$ cat src/rtl/sign_vector_reader.sv
// Snapshots DIM counter sign bits on capture and streams them as WORD-bit words.
// Optional SIGN_READER_POPCNT_EN appends a tail word holding the total count of ones.
module sign_vector_reader #(
   parameter int DIM  = 1024,
   parameter int WORD = 32
) (
   input  logic            clk,
   input  logic            rst,
   input  logic [DIM-1:0]  sign_bits,
   input  logic            capture,
   output logic            out_valid,
   output logic [WORD-1:0] out_data,
   output logic            out_last,
   input  logic            out_ready,
   output logic            busy,
   output logic            done,
   output logic            capture_drop
);

   localparam int NWORDS = DIM / WORD;
   localparam int IW = (NWORDS > 1) ? $clog2(NWORDS) : 1;
   localparam logic [IW-1:0] LAST_IDX = IW'(NWORDS - 1);

`ifdef SIGN_READER_POPCNT_EN
   localparam int PW = $clog2(DIM + 1);
   typedef enum logic [1:0] {IDLE, SEND, TAIL} state_t;
`else
   typedef enum logic [1:0] {IDLE, SEND} state_t;
`endif

   state_t          state;
   logic [DIM-1:0]  shadow;
   logic [IW-1:0]   idx;
   logic [IW-1:0]   nxt_idx;
   logic            xfer;
   logic            nxt_last;

   assign xfer    = out_valid && out_ready;
   assign nxt_idx = idx + 1'b1;

`ifdef SIGN_READER_POPCNT_EN
   logic [PW-1:0] popcnt;
   logic [PW-1:0] pop_next;

   // Running total including the word currently on the bus.
   assign pop_next = popcnt + PW'($countones(out_data));
   assign nxt_last = 1'b0;
`else
   assign nxt_last = (nxt_idx == LAST_IDX);
`endif

   // Control FSM with registered stream outputs and status pulses.
   always_ff @(posedge clk) begin
      if (rst) begin
         state        <= IDLE;
         shadow       <= '0;
         idx          <= '0;
         out_valid    <= 1'b0;
         out_data     <= '0;
         out_last     <= 1'b0;
         busy         <= 1'b0;
         done         <= 1'b0;
         capture_drop <= 1'b0;
`ifdef SIGN_READER_POPCNT_EN
         popcnt       <= '0;
`endif
      end else begin
         done         <= 1'b0;
         capture_drop <= 1'b0;
         unique case (state)
            IDLE: begin
               if (capture) begin
                  state     <= SEND;
                  shadow    <= sign_bits;
                  idx       <= '0;
                  out_valid <= 1'b1;
                  busy      <= 1'b1;
                  out_data  <= sign_bits[WORD-1:0];
`ifdef SIGN_READER_POPCNT_EN
                  out_last  <= 1'b0;
                  popcnt    <= '0;
`else
                  out_last  <= (NWORDS == 1);
`endif
               end
            end
            SEND: begin
               if (capture)
                  capture_drop <= 1'b1;
               if (xfer) begin
                  if (idx == LAST_IDX) begin
`ifdef SIGN_READER_POPCNT_EN
                     state    <= TAIL;
                     popcnt   <= pop_next;
                     out_data <= WORD'(pop_next);
                     out_last <= 1'b1;
`else
                     state     <= IDLE;
                     out_valid <= 1'b0;
                     out_last  <= 1'b0;
                     busy      <= 1'b0;
                     done      <= 1'b1;
`endif
                  end else begin
                     idx      <= nxt_idx;
                     out_data <= shadow[nxt_idx*WORD +: WORD];
                     out_last <= nxt_last;
`ifdef SIGN_READER_POPCNT_EN
                     popcnt   <= pop_next;
`endif
                  end
               end
            end
`ifdef SIGN_READER_POPCNT_EN
            TAIL: begin
               if (capture)
                  capture_drop <= 1'b1;
               if (xfer) begin
                  state     <= IDLE;
                  out_valid <= 1'b0;
                  out_last  <= 1'b0;
                  busy      <= 1'b0;
                  done      <= 1'b1;
               end
            end
`endif
            default: state <= IDLE;
         endcase
      end
   end

endmodule

$ cat config.mk
export PLATFORM = sky130hd
export DESIGN_NAME = sign_vector_reader
export DESIGN_NICKNAME = d
export VERILOG_FILES = /design/src/rtl/sign_vector_reader.sv
export SDC_FILE = /design/constraint.sdc
export NUM_CORES = 2
export LEC_CHECK = 0
export CAP_MARGIN = 20
export CORE_AREA = 2 2 415 417
export DETAILED_ROUTE_END_ITERATION = 8
export DIE_AREA = 0 0 417 419
export PLACE_DENSITY_LB_ADDON = 0.25
export REMOVE_ABC_BUFFERS = 1
export SYNTH_ARGS = -nofsm -noshare
export SYNTH_HDL_FRONTEND = slang
export SYNTH_SLANG_ARGS = --single-unit
$ cat constraint.sdc
create_clock -name clk -period 4.9 [get_ports clk]
set_input_delay 0.98 -clock clk [delete_from_list [all_inputs] [get_ports clk]]
set_output_delay 0.98 -clock clk [all_outputs]
set_load 0.02 [all_outputs]
[Word level (Yosys, flattened, before mapping)]
Index checks and enable logic that the tools add are counted.
Widths: inputs -> output; s select.
Cells by class
  magnitude comparators: 0
  multipliers: 0
  bitwise operators: 2
  mux-type cells: 22
  $add $sub $neg: 1
  div/mod/pow operators: 0
  equal/unequal tests: 7
  shift operators: 1
  reductions and logical operators: 10
Operator list (count)
  $shiftx 1024x11->32: 1
  $mux 32: 3
  $pmux 32 s2: 1
  $mux 5: 3
  $eq 5x5->1 const B: 2
  $pmux 5 s2: 1
  $mux 1: 8
  $ne 2x2->1 const B: 4
  $reduce_and 4->1: 2
  $mux 2: 3
  $reduce_and 3->1: 2
  $add 5x1->5 const B: 1
  $pmux 1 s2: 2
  $pmux 2 s2: 1
  $reduce_or 3->1: 1
  $eq 2x1->1 const B: 1
  $logic_not 2->1: 1
  $not 1->1: 2
  $reduce_and 2->1: 1
  $reduce_bool 2->1: 1
  $reduce_or 2->1: 1
  $logic_and 1x1->1: 1
Storage, ports and cells
  logic and storage cells: 51
  input bits: 1028
  bits in latches: 0
  flip-flop bits (word level): 1067
  bits in writable memories: 0
  bits in read-only memories: 0
  memories kept: 0

[Longest topological paths before layout]
  word-level depth: 5
  gate-level depth with buffers: 14

[Worst setup path before layout]
No wires, ideal clock.
  kind: reg2reg
  from: register idx[0]
  to: register out_data[12]
  arrival time: 2827 ps
  buffers on the path: 8
  cell stages (with the launch flop): 15
  slack: 1949 ps
  required time: 4776 ps
  setup time: 124 ps
  clock period less this slack: 2951 ps
  cells stage by stage: dfxtp_1 buf_2 buf_6 buf_6 buf_6 inv_1 ha_1 buf_2 buf_2 buf_2 buf_1 mux4_2 mux2i_1 nor3_1 a2111o_1
On the way
  cells in the longest elaborated chain, start to end: 5
  elaborated cells on any way between the ends: 8
Ends and longest elaborated chain
  from (decl): line 33  | logic [IW-1:0] idx;
  from (signal assigned): line 105  | idx <= nxt_idx;
  $add 5x1->5: line 39  | assign nxt_idx = idx + 1'b1;
  $shiftx 1024x11->32: line 106  | out_data <= shadow[nxt_idx*WORD +: WORD];
  $mux 32: line 91  | if (idx == LAST_IDX) begin
  $mux 32: line 90  | if (xfer) begin
  $pmux 32 s2: line 70  | unique case (state)
  to (signal assigned): line 78  | out_data <= sign_bits[WORD-1:0];
  to (signal assigned): line 106
  to (decl): line 12  | output logic [WORD-1:0] out_data,
Parallel ways exist; a longest one is shown, timed or not. The select of a mux whose other input is x is not followed.
A chain may end at the register's enable or synchronous reset.

[Worst setup path after layout]
  from: register idx[0]
  to: register out_data[23]
Same word-level chain as after synthesis.

==> metrics.cfg <==
[flow_run]
drv_cap = 0

[sta]
final.period_utilization = 0.709
worstMarginPinSlew_ps = 1260
finalSetupViolCount = 0
slew_violations = 0
rsz0062_at_grt = false
fin_skew_ps = 25.2
fin_ws_ps = 1420
relSlewSlack = 0.161
clock.fmax_mhz = 288
finalSetupTns_ps = 0
hold_violations = 0
fin_crit_ps = 3480

[synthesis]
post_synth_num_cell_types = 44
yosysSeqAreaShare = 0.476
synth_cells = 5273
ys_seq_elements = 1065
yosysTopAreaCell = dfxtp_1
synth_warnings = 0
synth_area_sq_mm = 0.0448
netlist_top_cells_area = dfxtp_1 48%, nand2_1 18%, mux4_2 13%
synthArstFlopShare = 0
synthFlopType = dfxtp_1
yosysTopAreaCellShare = 0.476
syn_avg_cell_area_sq_um = 8.49
synth_edf_count = 0

[clock_network]
cts_resized = 0
cts_tree = built
root_buffer = clkbuf_16
cts.clk_slew.worst_paths_ps = 60
h-tree-depth = 4
clockBufferDepth = 3
hold_buffers = 0
cts.sinks = 1065
numCtsBuffers = 130
cts_setup_buffers = 0
clock_latency_ps = 770

[setup_path]
r2r-end = out_data[23]
timing.rr.start = idx[0]
worstSetupPathType = reg2reg
max_stage_delay_ps = 640
rrSetupSlack_ps = 1420
worstPathRequired_ps = 5540
cpMaxStageDelayCell = dfxtp_4
crit_chain = ha_1 > and3_1 > ha_1 > nand3b_1 > buf_4 > nand2b_2 > buf_4 > nor3_1 > a2111o_1
cp.arrival_ps = 4110
cp-start-kind = flop
cp-endpoint = out_data[23]
worstRegToRegCells = 9
cp-startpoint = idx[0]
crit_path_end_kind = flop
worst-path-max-fanout = 23

[place]
gp_congestion = 0.881
place_inst = 8215
dp_hpwl_um = 139000
portBuffers = 1064
place_ws_ps = 986

[power]
swShare = 0.264
pwr-share-comb = 0.135
p_leak_nw = 22.0
internal_power_mw = 16.4
clkPwrFrac = 0.440
irDropWorstVdd_mv = 0.288
p_seq_frac = 0.425
powerDensity_mw_per_mm2 = 359
p_switching_mw = 5.86

[floorplan]
die_height_um = 419
io_pins = 1065
core_area_sq_mm = 0.171
start_util = 0.263
dieArea_sq_mm = 0.175
num_rows = 152
die_w_um = 417

[routing]
ant_nets = 0
drc = 0
drt_pre_antenna_iters = 5
routed_via_density = 4.88
vias = 41520
wl_per_cell_um = 22.7
first_iter_violations = 3350
wirelength_um = 193000

[global_route]
grt_max_degree = 219
antenna_found_initial = 85
grt_pass1_wl_um = 270000
first_global_vias = 39532
grt_usage = 0.210
grt_overflow = 0

[run_status]
outcome = complete, no violations

[final_layout]
drive_gt1_frac = 0.0919
final_nets = 7145
area_growth_pct = 38.3
finalNonFillerCells = 8515
final_core_util = 0.363

[hold_path]
hold_class = reg2reg

## cell families after synthesis
kind of cell / Yosys count / synth area share
AND/OR/NAND/NOR: 2228 / 0.189
buffers and inverters: 449 / 0.0428
multiplexers: 347 / 0.150
XOR/XNOR: 4 / 0.00120
flip-flops: 1065 / 0.476
adder cells (fa/ha/maj): 3 / 0.000838
AO/OA/AOI/OAI: 1177 / 0.140
## cells in the final DEF (no fill, tap or decap), types with 14 or more instances in the layout
cell type / Yosys / layout
buf_12: 2 / 29
mux4_2: 249 / 249
clkinv_2: 0 / 14
diode_2: 0 / 69
clkbuf_8: 0 / 29
mux2i_1: 80 / 80
clkbuf_1: 343 / 29
nor3_1: 38 / 37
buf_4: 11 / 64
dfxtp_1: 1065 / 1064
nor2_1: 62 / 62
o21ai_0: 53 / 53
a2111o_1: 21 / 21
clkdlybuf4s50_1: 0 / 1063
nand2_1: 2106 / 2104
a2111oi_0: 24 / 24
a21oi_1: 1028 / 1028
clkbuf_16: 0 / 130
## per-layer routing
layer	vias up	track usage	part of all wire
li1	19614	-	-
met1	20163	0.261	0.41
met2	1394	0.346	0.49
met3	329	0.0404	0.059
met4	20	0.109	0.045
met5	-	0	0.00067
## cell usage after synthesis (3+ instances only)
cell / count
a2111o_1: 21
a2111oi_0: 24
a211oi_1: 12
a21oi_1: 1028
a22oi_1: 11
a2bb2oi_1: 11
buf_1: 8
buf_2: 76
buf_4: 11
buf_6: 5
clkbuf_1: 343
dfxtp_1: 1065
ha_1: 3
mux2_2: 11
mux2i_1: 80
mux4_1: 7
mux4_2: 249
nand2_1: 2106
nand2b_1: 3
nand3_1: 7
nor2_1: 62
nor2b_1: 3
nor3_1: 38
o211a_1: 11
o21ai_0: 53
## critical path, delay by kind of cell (launching register included)
kind                     cells  cell delay, ps
AND/OR/NAND/NOR              4             660
buffers and inverters        2             920
adder cells (fa/ha/maj)      2             730
AO/OA/AOI/OAI                1             370
flip-flops                   1             640
## area by class of cell
cell class                 count  area (sq um)
multi-input combinational   3759         21600
tap                         2233          2790
fill                       17574        109000
clock buffer                 188          3760
sequential                  1065         21300
antenna                       69           173
timing repair buffer        1157         11700
inverter                       1          3.75
clock inverter                43           561
## sequential cells by signal, indices dropped and copies added, names as in the netlist
name,count
shadow,1024
busy,1
done,1
idx,5
out_last,1
capture_drop,1
out_data,32
## per-stage QoR
| step | total power [mW] | cell area [sq um] | hold slack [ps] |
|---|---|---|---|
| after floorplan | 11.8 | 42900 | 425 |
| after global placement | 12.6 | 57500 | 438 |
| after detailed placement | 12.6 | 57500 | 443 |
| after CTS | 22.5 | 61800 | 451 |
| after global routing | 23.1 | 62000 | 464 |
| final | 22.2 | 62000 | 449 |
## worst min-delay path by stage
| stage | start | endpoint | slack, ps | cells past startpoint |
|---|---|---|---|---|
| 3_5_place_dp | shadow[565] | shadow[565] | 440 | 2 |
| 4_1_cts | shadow[17] | shadow[17] | 450 | 2 |
| 2_1_floorplan | shadow[195] | shadow[195] | 430 | 2 |
| 3_3_place_gp | shadow[211] | shadow[211] | 440 | 2 |
| 6_report | shadow[782] | shadow[782] | 450 | 2 |
| 5_1_grt | shadow[14] | shadow[14] | 460 | 2 |
## power by group through the flow
stage	clock network (mW)	logic, mW	registers (mW)
final	9.78	3.00	9.45
after global routing	10.4	3.24	9.49
after CTS	10.0	3.03	9.44
after detailed placement	0	3.02	9.62
after global placement	0	3.00	9.61
after floorplan	0	2.23	9.60
No activity file was read; power rests on OpenSTA's default activity.
